$ cat src/rtl/mem_arbiter_if.sv
// Request, response and memory-side bundle for the two-port memory arbiter.
// The slave modport is the arbiter; the master modport is the requester and memory environment.
interface mem_arbiter_if;
  logic        Req0;
  logic        Write0;
  logic [9:0]  Addr0;
  logic [31:0] WData0;
  logic        Gnt0;
  logic        RValid0;
  logic [31:0] RData0;
  logic        Stall0;

  logic        Req1;
  logic        Write1;
  logic [9:0]  Addr1;
  logic [31:0] WData1;
  logic        Gnt1;
  logic        RValid1;
  logic [31:0] RData1;
  logic        Stall1;
  logic        Lock1;

  logic [9:0]  MemAddr;
  logic [31:0] MemWData;
  logic        MemWE;
  logic [31:0] MemRData;
  logic        Busy;

  modport slave (
    input  Req0, Write0, Addr0, WData0,
    input  Req1, Write1, Addr1, WData1, Lock1,
    input  MemRData,
    output Gnt0, RValid0, RData0, Stall0,
    output Gnt1, RValid1, RData1, Stall1,
    output MemAddr, MemWData, MemWE, Busy
  );

  modport master (
    output Req0, Write0, Addr0, WData0,
    output Req1, Write1, Addr1, WData1, Lock1,
    output MemRData,
    input  Gnt0, RValid0, RData0, Stall0,
    input  Gnt1, RValid1, RData1, Stall1,
    input  MemAddr, MemWData, MemWE, Busy
  );
endinterface

$ cat src/rtl/mem_arbiter.sv
// Two-port round-robin arbiter in front of a single-port memory, one access per two cycles.
// Define MEM_ARB_LOCK_EN to let port 1 hold ownership across accesses via Lock1.
module mem_arbiter (
  input  logic          Clock,
  input  logic          Reset_n,
  mem_arbiter_if.slave  bus
);

  typedef enum logic {IDLE = 1'b0, ACCESS = 1'b1} state_t;

  state_t      state_reg, state_next;
  logic        last_gnt_reg, last_gnt_next;
  logic        win_reg, win_next;
  logic        write_reg, write_next;
  logic [9:0]  addr_reg, addr_next;
  logic [31:0] wdata_reg, wdata_next;

  logic [1:0]  req;
  logic [1:0]  wr;
  logic [9:0]  addr  [2];
  logic [31:0] wdata [2];
  logic [1:0]  elig;
  logic        winner;
  logic        lock_eff;
  logic [1:0]  gnt;
  logic        busy;
  logic        mem_we;
  logic        capture;

  assign req      = {bus.Req1, bus.Req0};
  assign wr       = {bus.Write1, bus.Write0};
  assign addr[0]  = bus.Addr0;
  assign addr[1]  = bus.Addr1;
  assign wdata[0] = bus.WData0;
  assign wdata[1] = bus.WData1;

`ifdef MEM_ARB_LOCK_EN
  logic lock_reg, lock_next;

  // Dropping Lock1 in IDLE releases the lock for the arbitration of that same cycle.
  assign lock_eff = lock_reg & bus.Lock1;

  always_comb begin
    lock_next = lock_reg;
    if (state_reg == IDLE && !bus.Lock1)
      lock_next = 1'b0;
    else if (state_reg == ACCESS && win_reg && bus.Lock1)
      lock_next = 1'b1;
  end

  always_ff @(posedge Clock) begin
    if (!Reset_n)
      lock_reg <= 1'b0;
    else
      lock_reg <= lock_next;
  end
`else
  logic lock_unused;

  assign lock_unused = bus.Lock1;
  assign lock_eff    = 1'b0;
`endif

  assign elig = {req[1], req[0] & ~lock_eff};

  always_comb begin
    if (&elig)
      winner = ~last_gnt_reg;
    else
      winner = elig[1];
  end

  always_ff @(posedge Clock) begin
    if (!Reset_n) begin
      state_reg    <= IDLE;
      last_gnt_reg <= 1'b1;
      win_reg      <= 1'b0;
      write_reg    <= 1'b0;
      addr_reg     <= '0;
      wdata_reg    <= '0;
    end else begin
      state_reg    <= state_next;
      last_gnt_reg <= last_gnt_next;
      win_reg      <= win_next;
      write_reg    <= write_next;
      addr_reg     <= addr_next;
      wdata_reg    <= wdata_next;
    end
  end

  always_comb begin
    state_next    = state_reg;
    last_gnt_next = last_gnt_reg;
    win_next      = win_reg;
    write_next    = write_reg;
    addr_next     = addr_reg;
    wdata_next    = wdata_reg;
    case (state_reg)
      IDLE: begin
        if (|elig) begin
          state_next    = ACCESS;
          win_next      = winner;
          write_next    = wr[winner];
          addr_next     = addr[winner];
          wdata_next    = wdata[winner];
          last_gnt_next = winner;
        end
      end
      ACCESS:  state_next = IDLE;
      default: state_next = IDLE;
    endcase
  end

  // Reset_n gates the write strobe so a reset landing in ACCESS cannot corrupt memory.
  always_comb begin
    gnt    = '0;
    busy   = 1'b0;
    mem_we = 1'b0;
    if (state_reg == ACCESS) begin
      busy         = 1'b1;
      gnt[win_reg] = 1'b1;
      mem_we       = write_reg & Reset_n;
    end
  end

  assign capture = (state_reg == ACCESS) & ~write_reg;

  generate
    for (genvar gi = 0; gi < 2; gi++) begin : port_g
      logic        rvalid_reg;
      logic [31:0] rdata_reg;
      logic        stall;

      assign stall = req[gi] & ~gnt[gi];

      always_ff @(posedge Clock) begin
        if (!Reset_n) begin
          rvalid_reg <= 1'b0;
          rdata_reg  <= '0;
        end else begin
          rvalid_reg <= capture & (win_reg == 1'(gi));
          if (capture && win_reg == 1'(gi))
            rdata_reg <= bus.MemRData;
        end
      end
    end
  endgenerate

  assign bus.Gnt0     = gnt[0];
  assign bus.Gnt1     = gnt[1];
  assign bus.Stall0   = port_g[0].stall;
  assign bus.Stall1   = port_g[1].stall;
  assign bus.RValid0  = port_g[0].rvalid_reg;
  assign bus.RValid1  = port_g[1].rvalid_reg;
  assign bus.RData0   = port_g[0].rdata_reg;
  assign bus.RData1   = port_g[1].rdata_reg;
  assign bus.MemAddr  = addr_reg;
  assign bus.MemWData = wdata_reg;
  assign bus.MemWE    = mem_we;
  assign bus.Busy     = busy;

endmodule
$ cat src/flat_wrapper.sv
// flat-port wrapper written by rule: the top's interface ports become plain ports
module mem_arbiter_flat 
  (Clock, Reset_n, bus_Req0, bus_Write0, bus_Addr0, bus_WData0, bus_Req1, bus_Write1, bus_Addr1, bus_WData1, bus_Lock1, bus_MemRData, bus_Gnt0, bus_RValid0, bus_RData0, bus_Stall0, bus_Gnt1, bus_RValid1, bus_RData1, bus_Stall1, bus_MemAddr, bus_MemWData, bus_MemWE, bus_Busy);
  mem_arbiter_if bus_i ();
  input  logic Clock;
  input  logic Reset_n;
  input wire logic [$bits(bus_i.Req0)-1:0] bus_Req0;
  input wire logic [$bits(bus_i.Write0)-1:0] bus_Write0;
  input wire logic [$bits(bus_i.Addr0)-1:0] bus_Addr0;
  input wire logic [$bits(bus_i.WData0)-1:0] bus_WData0;
  input wire logic [$bits(bus_i.Req1)-1:0] bus_Req1;
  input wire logic [$bits(bus_i.Write1)-1:0] bus_Write1;
  input wire logic [$bits(bus_i.Addr1)-1:0] bus_Addr1;
  input wire logic [$bits(bus_i.WData1)-1:0] bus_WData1;
  input wire logic [$bits(bus_i.Lock1)-1:0] bus_Lock1;
  input wire logic [$bits(bus_i.MemRData)-1:0] bus_MemRData;
  output wire logic [$bits(bus_i.Gnt0)-1:0] bus_Gnt0;
  output wire logic [$bits(bus_i.RValid0)-1:0] bus_RValid0;
  output wire logic [$bits(bus_i.RData0)-1:0] bus_RData0;
  output wire logic [$bits(bus_i.Stall0)-1:0] bus_Stall0;
  output wire logic [$bits(bus_i.Gnt1)-1:0] bus_Gnt1;
  output wire logic [$bits(bus_i.RValid1)-1:0] bus_RValid1;
  output wire logic [$bits(bus_i.RData1)-1:0] bus_RData1;
  output wire logic [$bits(bus_i.Stall1)-1:0] bus_Stall1;
  output wire logic [$bits(bus_i.MemAddr)-1:0] bus_MemAddr;
  output wire logic [$bits(bus_i.MemWData)-1:0] bus_MemWData;
  output wire logic [$bits(bus_i.MemWE)-1:0] bus_MemWE;
  output wire logic [$bits(bus_i.Busy)-1:0] bus_Busy;
  assign bus_i.Req0 = bus_Req0;
  assign bus_i.Write0 = bus_Write0;
  assign bus_i.Addr0 = bus_Addr0;
  assign bus_i.WData0 = bus_WData0;
  assign bus_i.Req1 = bus_Req1;
  assign bus_i.Write1 = bus_Write1;
  assign bus_i.Addr1 = bus_Addr1;
  assign bus_i.WData1 = bus_WData1;
  assign bus_i.Lock1 = bus_Lock1;
  assign bus_i.MemRData = bus_MemRData;
  assign bus_Gnt0 = bus_i.Gnt0;
  assign bus_RValid0 = bus_i.RValid0;
  assign bus_RData0 = bus_i.RData0;
  assign bus_Stall0 = bus_i.Stall0;
  assign bus_Gnt1 = bus_i.Gnt1;
  assign bus_RValid1 = bus_i.RValid1;
  assign bus_RData1 = bus_i.RData1;
  assign bus_Stall1 = bus_i.Stall1;
  assign bus_MemAddr = bus_i.MemAddr;
  assign bus_MemWData = bus_i.MemWData;
  assign bus_MemWE = bus_i.MemWE;
  assign bus_Busy = bus_i.Busy;
  mem_arbiter u_core (.Clock(Clock), .Reset_n(Reset_n), .bus(bus_i));
endmodule
$ cat config.mk
export PLATFORM = sky130hd
export DESIGN_NAME = mem_arbiter_flat
export DESIGN_NICKNAME = d
export VERILOG_FILES = /design/src/rtl/mem_arbiter_if.sv /design/src/rtl/mem_arbiter.sv /design/src/flat_wrapper.sv
export SDC_FILE = /design/constraint.sdc
export NUM_CORES = 1
export LEC_CHECK = 0
export ABC_AREA = 1
export ABC_CLOCK_PERIOD_IN_PS = 3300
export CAP_MARGIN = 10
export CORE_AREA = 2 2 122 100
export DETAILED_ROUTE_END_ITERATION = 10
export DIE_AREA = 0 0 124 102
export GPL_TIMING_DRIVEN = 0
export PLACE_DENSITY = 0.95
export SYNTH_ARGS = -nofsm -noshare
export SYNTH_HDL_FRONTEND = slang
export SYNTH_SLANG_ARGS = --single-unit
$ cat constraint.sdc
create_clock -name Clock -period 3.3 [get_ports Clock]
set_clock_uncertainty 0.1 [all_clocks]
set_input_delay 0.66 -clock Clock [delete_from_list [all_inputs] [get_ports Clock]]
set_output_delay 0.66 -clock Clock [all_outputs]
set_load 0.05 [all_outputs]
==> impl_metrics.json, run 1 <==
{
  "vias_per_cell": 5.05,
  "powerDensity_nw_per_um2": 469,
  "r2r_cells": 6,
  "timing.final.crit_period_ns": 3.20,
  "critPathKind": "in2out",
  "die_h_um": 102,
  "finalSetupViolCount": 0,
  "insertion_delay_ns": 0.33,
  "drc": 0,
  "die-area_um2": 12600,
  "power_switching_mw": 1.26,
  "rsz0062_at_grt": "no",
  "syn_area_um2": 4960,
  "io_buffers": 234,
  "initial_utilization_pct": 43.5,
  "grt_pass1_vias": 5331,
  "n_fill_cell": 981,
  "crit-reg2reg-launch": "u_core.state_reg$_SDFF_PP0_",
  "root_buffer": "clkbuf_16",
  "hold_class": "reg2reg",
  "wl_per_cell_um": 14.8,
  "clk_pin_slew_ns": 0.07,
  "fin_cells": 1125,
  "ys_types": 21,
  "gp_congestion": 0.858,
  "required_ns": 2.54,
  "reg2reg_to": "u_core.bus.RData1[14]$_SDFFE_PN0P_",
  "hold_buffers": 0,
  "io_pins": 237,
  "tritoncts": "done",
  "r2r_slack_ns": 1.73,
  "avgSynthCellArea_um2": 6.82,
  "grt_usage_pct": 25.7,
  "ys_top_cells_by_area": "dfxtp_1, nand2_1, nor2_1",
  "area_delta_synth_final_pct": 56.8,
  "clkPwrFrac_pct": 29.3,
  "worstPathArrival_ns": 2.44,
  "hold_violations": 0,
  "min_to": "u_core.bus.RData0[24]$_SDFFE_PN0P_",
  "post-cts-setup-buffers": 0,
  "dpl.hpwl_um": 12600,
  "p_int_mw": 2.39,
  "fmax_mhz": 313,
  "yosysTopAreaCell": "dfxtp_1",
  "vias": 5686,
  "grt_pass1_wl_um": 25700,
  "drt_pass1_iterations": 4,
  "drt_iter0_markers": 276,
  "place_inst": 1109,
  "synth_nets": 850,
  "fin_nets": 1095,
  "worst_setup_path_start_kind": "input port",
  "yosysTopAreaCellShare_pct": 45.2,
  "critPathCaptureType": "output port",
  "min_from": "u_core.bus.RData0[24]$_SDFFE_PN0P_",
  "grt_overflow": 0,
  "final_cell_mix": "clkdlybuf4s50_1, nand2_1, nor2_1",
  "leakage_nw": 3.32,
  "yosys_warnings": 0,
  "run_status": "complete, no violations",
  "clockBufferDepth": 2,
  "swShare_pct": 34.5,
  "antenna_found_initial": 0,
  "regArea_um2": 2240,
  "finalCritPeriodShare_pct": 96.9,
  "tightest_slew_ns": 0.612,
  "grt_max_degree": 21,
  "core_region_area_um2": 11400,
  "antenna_left": 0,
  "max_cap_viol_count": 0,
  "slew_headroom_pct": 59.2,
  "p_comb_share_pct": 29.7,
  "multi_input_area_um2": 2290,
  "cp_max_fo": 9,
  "die_w_um": 124,
  "final_common_cell": "clkdlybuf4s50_1",
  "hold_depth": 2,
  "crit_start": "Reset_n",
  "routed_wl_um": 16600,
  "numCtsBuffers": 9,
  "clock_sinks": 112,
  "antennaDiodeCount": 0,
  "total_power_mw": 3.65,
  "ir_worst_vdd_mv": 0.301,
  "ys_ff_latch": 112,
  "synth-seq-area-share_pct": 45.2,
  "pwr-share-seq_pct": 40.9,
  "drv_slew": 0,
  "num_rows": 35,
  "ctsHtreeMaxLevel": 3,
  "synth_cells": 727,
  "drive_above_1_share_pct": 4.91,
  "post_cts_resized": 1
}
[through the flow]
| stage | setup WS (ns) | cell area, um^2 | hold WS [ns] | setup TNS [ns] | util [%] |
|---|---|---|---|---|---|
| after CTS | 0.0859 | 7770 | 0.363 | 0 | 68.3 |
| final | 0.103 | 7770 | 0.360 | 0 | 68.3 |
| after floorplan | 0.579 | 4960 | 0.329 | 0 | - |
| after detailed placement | -0.190 | 7480 | 0.344 | -0.190 | 65.7 |
| after global placement | -0.170 | 7480 | 0.340 | -0.170 | 65.7 |
| after global routing | 0.00510 | 7770 | 0.387 | 0 | 68.3 |
[layer usage]
| layer | vias to the layer above | wire (um) | GRT usage (%) |
|---|---|---|---|
| li1 | 2785 | - | - |
| met1 | 2635 | 6970 | 31.6 |
| met2 | 230 | 7660 | 42.6 |
| met3 | 36 | 1530 | 8.09 |
| met4 | 0 | 460 | 9.16 |
| met5 | - | 0 | 0 |
[synthesized netlist by cell type]
cell,instances
nor2_4,1
a21oi_1,33
buf_1,2
nand3b_1,1
nor2_2,2
o21ai_1,3
a21boi_0,24
nor3_1,1
nor2_1,154
inv_1,46
nand2_1,167
o21ai_0,29
buf_2,23
clkbuf_1,25
a21boi_1,18
o21ai_4,1
inv_2,3
dfxtp_1,112
nand3_1,78
buf_4,3
clkinv_1,1
[final cells by class]
| class | instances | share of cell area, % |
|---|---|---|
| Timing Repair Buffer | 234 | 30.1 |
| Clock inverter | 6 | 0.805 |
| Buffer | 53 | 3.07 |
| Tap cell | 148 | 2.38 |
| Sequential cell | 112 | 28.8 |
| Multi-Input combinational cell | 512 | 29.4 |
| Clock buffer | 10 | 2.94 |
| Inverter | 50 | 2.41 |
[kinds of logic (layout without fill, tap and decap cells)]
group / count (synthesis) / in the layout / synth area share (%)
AND/OR/NAND/NOR: 404 / 404 / 32.9
flip-flops: 112 / 112 / 45.2
buffers and inverters: 103 / 353 / 8.61
AO/OA/AOI/OAI: 108 / 108 / 13.3
[how the worst max path moves through the flow]
stage | endpoint | slack, ns
after floorplan | bus_MemWE | 0.58
after global placement | bus_MemWE | -0.17
after detailed placement | bus_MemWE | -0.19
after CTS | bus_MemWE | 0.09
after global routing | bus_MemWE | 0.005
final | bus_MemWE | 0.10
[power groups by stage]
stage / clock network [mW] / logic [mW] / registers, mW
global placement: 0 / 1.06 / 1.52
global route: 1.15 / 1.16 / 1.50
CTS: 1.09 / 1.08 / 1.49
floorplan: 0 / 0.334 / 1.83
detailed placement: 0 / 1.08 / 1.52
finish: 1.07 / 1.08 / 1.49
[critical path, stage by stage]
cell and delay, ns:
clkdlybuf4s50_1 0.64, clkinv_1 0.33, nor3_1 0.22, dlygate4sd2_1 0.59
Note: power is estimated with default switching activity, not from simulation.
==> run 2, diff against run 1 <==
CTS_BUF_LIST = sky130_fd_sc_hd__clkbuf_16   (was unset)
==> run 2 against run 1 <==
Net effect: register-to-register slack about the same; combinational power about the same; highest routed layer unchanged; wire length hardly changed; design area is the same; critical path type unchanged; global-route usage unchanged; total power about the same; worst hold slack is essentially flat; critical path depth is the same; sequential power barely moved; non-clock buffer count is the same; sequential share of layout area unchanged; first-iteration DRC count stayed put.
==> impl_metrics.json, run 2 (synthesis gave the netlist of run 1 again) <==
{
  "drv_slew": 0,
  "tightest_slew_ns": 0.612,
  "p_int_mw": 2.38,
  "routed_wl_um": 16600,
  "area_delta_synth_final_pct": 56.8,
  "clockBufferDepth": 2,
  "wl_per_cell_um": 14.8,
  "dpl.hpwl_um": 12600,
  "die-area_um2": 12600,
  "fmax_mhz": 313,
  "drt_iter0_markers": 276,
  "die_h_um": 102,
  "crit_start": "Reset_n",
  "finalInstanceArea_um2": 7770,
  "clkPwrFrac_pct": 29.3,
  "power_switching_mw": 1.26,
  "critPathCaptureType": "output port",
  "vias": 5692,
  "finalCritPeriodShare_pct": 96.9,
  "ir_worst_vdd_mv": 0.300,
  "grt_pass1_wl_um": 25700,
  "clk_pin_slew_ns": 0.08,
  "required_ns": 2.54,
  "clock_sinks": 112,
  "hold_violations": 0,
  "grt_pass1_vias": 5331,
  "swShare_pct": 34.5,
  "worst_setup_path_start_kind": "input port",
  "io_buffers": 234,
  "vias_per_cell": 5.06,
  "grt_max_degree": 21,
  "timing.final.crit_period_ns": 3.20,
  "antennaDiodeCount": 0,
  "antenna_left": 0,
  "r2r_slack_ns": 1.73,
  "die_w_um": 124,
  "max_cap_viol_count": 0,
  "finalSetupViolCount": 0,
  "post_cts_resized": 1,
  "slew_headroom_pct": 59.2,
  "powerDensity_nw_per_um2": 469,
  "run_status": "complete, no violations",
  "root_buffer": "clkbuf_16",
  "grt_usage_pct": 25.7,
  "core_region_area_um2": 11400,
  "cp_max_fo": 9,
  "grt_overflow": 0,
  "insertion_delay_ns": 0.33,
  "fin_nets": 1095,
  "antenna_found_initial": 0,
  "worstPathArrival_ns": 2.44,
  "crit_end": "bus_MemWE",
  "pwr-share-seq_pct": 41.0,
  "whs_ns": 0.360,
  "tritoncts": "done",
  "multi_input_area_um2": 2290,
  "hold_class": "reg2reg",
  "p_comb_share_pct": 29.7,
  "rsz0062_at_grt": "no",
  "ctsHtreeMaxLevel": 3,
  "crit-reg2reg-launch": "u_core.state_reg$_SDFF_PP0_",
  "n_fill_cell": 981,
  "final_common_cell": "clkdlybuf4s50_1",
  "hold_buffers": 0,
  "place_area_um2": 7480,
  "reg2reg_to": "u_core.bus.RData1[14]$_SDFFE_PN0P_",
  "drt_pass1_iterations": 5,
  "r2r_cells": 6,
  "critPathKind": "in2out",
  "final_cell_mix": "clkdlybuf4s50_1, nand2_1, nor2_1",
  "numCtsBuffers": 9,
  "io_pins": 237,
  "regArea_um2": 2240,
  "initial_utilization_pct": 43.5,
  "num_rows": 35,
  "drc": 0,
  "post-cts-setup-buffers": 0,
  "drive_above_1_share_pct": 4.91,
  "leakage_nw": 3.32,
  "gp_congestion": 0.858
}
run 2: power by group through the flow:
| stage | Combinational [mW] | Sequential (mW) | Clock (mW) |
|---|---|---|---|
| detailed placement | 1.08 | 1.52 | 0 |
| floorplan | 0.334 | 1.83 | 0 |
| finish | 1.08 | 1.49 | 1.07 |
| global route | 1.16 | 1.50 | 1.15 |
| global placement | 1.06 | 1.52 | 0 |
| CTS | 1.08 | 1.49 | 1.08 |
run 2: metal layers:
metal / vias to the layer above / GRT usage [%] / share of wire (%)
met1: 2637 / 31.6 / 42
li1: 2785 / - / -
met4: 0 / 9.16 / 2.8
met3: 36 / 8.09 / 9.3
met5: - / 0 / 0
met2: 234 / 42.6 / 46
run 2: worst min-delay path by stage:
stage	endpoint	cells past startpoint	slack (ns)	start
finish	u_core.bus.RData0[24]$_SDFFE_PN0P_	2	0.36	u_core.bus.RData0[24]$_SDFFE_PN0P_
global route	u_core.bus.RData0[30]$_SDFFE_PN0P_	2	0.39	u_core.bus.RData0[30]$_SDFFE_PN0P_
CTS	u_core.last_gnt_reg$_SDFFE_PN1P_	2	0.36	u_core.last_gnt_reg$_SDFFE_PN1P_
detailed placement	u_core.last_gnt_reg$_SDFFE_PN1P_	2	0.34	u_core.last_gnt_reg$_SDFFE_PN1P_
global placement	u_core.last_gnt_reg$_SDFFE_PN1P_	2	0.34	u_core.last_gnt_reg$_SDFFE_PN1P_
floorplan	u_core.last_gnt_reg$_SDFFE_PN1P_	2	0.33	u_core.last_gnt_reg$_SDFFE_PN1P_
run 2: cell type report:
cell class,count,share of cell area (%)
flip-flops and latches,112,28.8
clock buffers,9,2.90
clock inverters,7,0.853
inverters,50,2.41
plain buffers,53,3.07
repair buffers,234,30.1
well taps,148,2.38
multi-input cells,512,29.4
run 2: worst max-delay path, stage by stage:
cell             delay (ns)
clkdlybuf4s50_1        0.64
clkinv_1               0.33
nor3_1                 0.22
dlygate4sd2_1          0.59
run 2: stage by stage:
| step | worst slack, ns | util (%) | power [mW] | setup TNS, ns | std cells |
|---|---|---|---|---|---|
| after floorplan | 0.579 | - | 2.16 | 0 | 727 |
| after global placement | -0.170 | 65.7 | 2.58 | -0.170 | 1109 |
| after detailed placement | -0.190 | 65.7 | 2.60 | -0.190 | 1109 |
| after CTS | 0.0859 | 68.3 | 3.66 | 0 | 1125 |
| after global routing | 0.00510 | 68.3 | 3.81 | 0 | 1125 |
| final | 0.103 | 68.3 | 3.64 | 0 | 1125 |
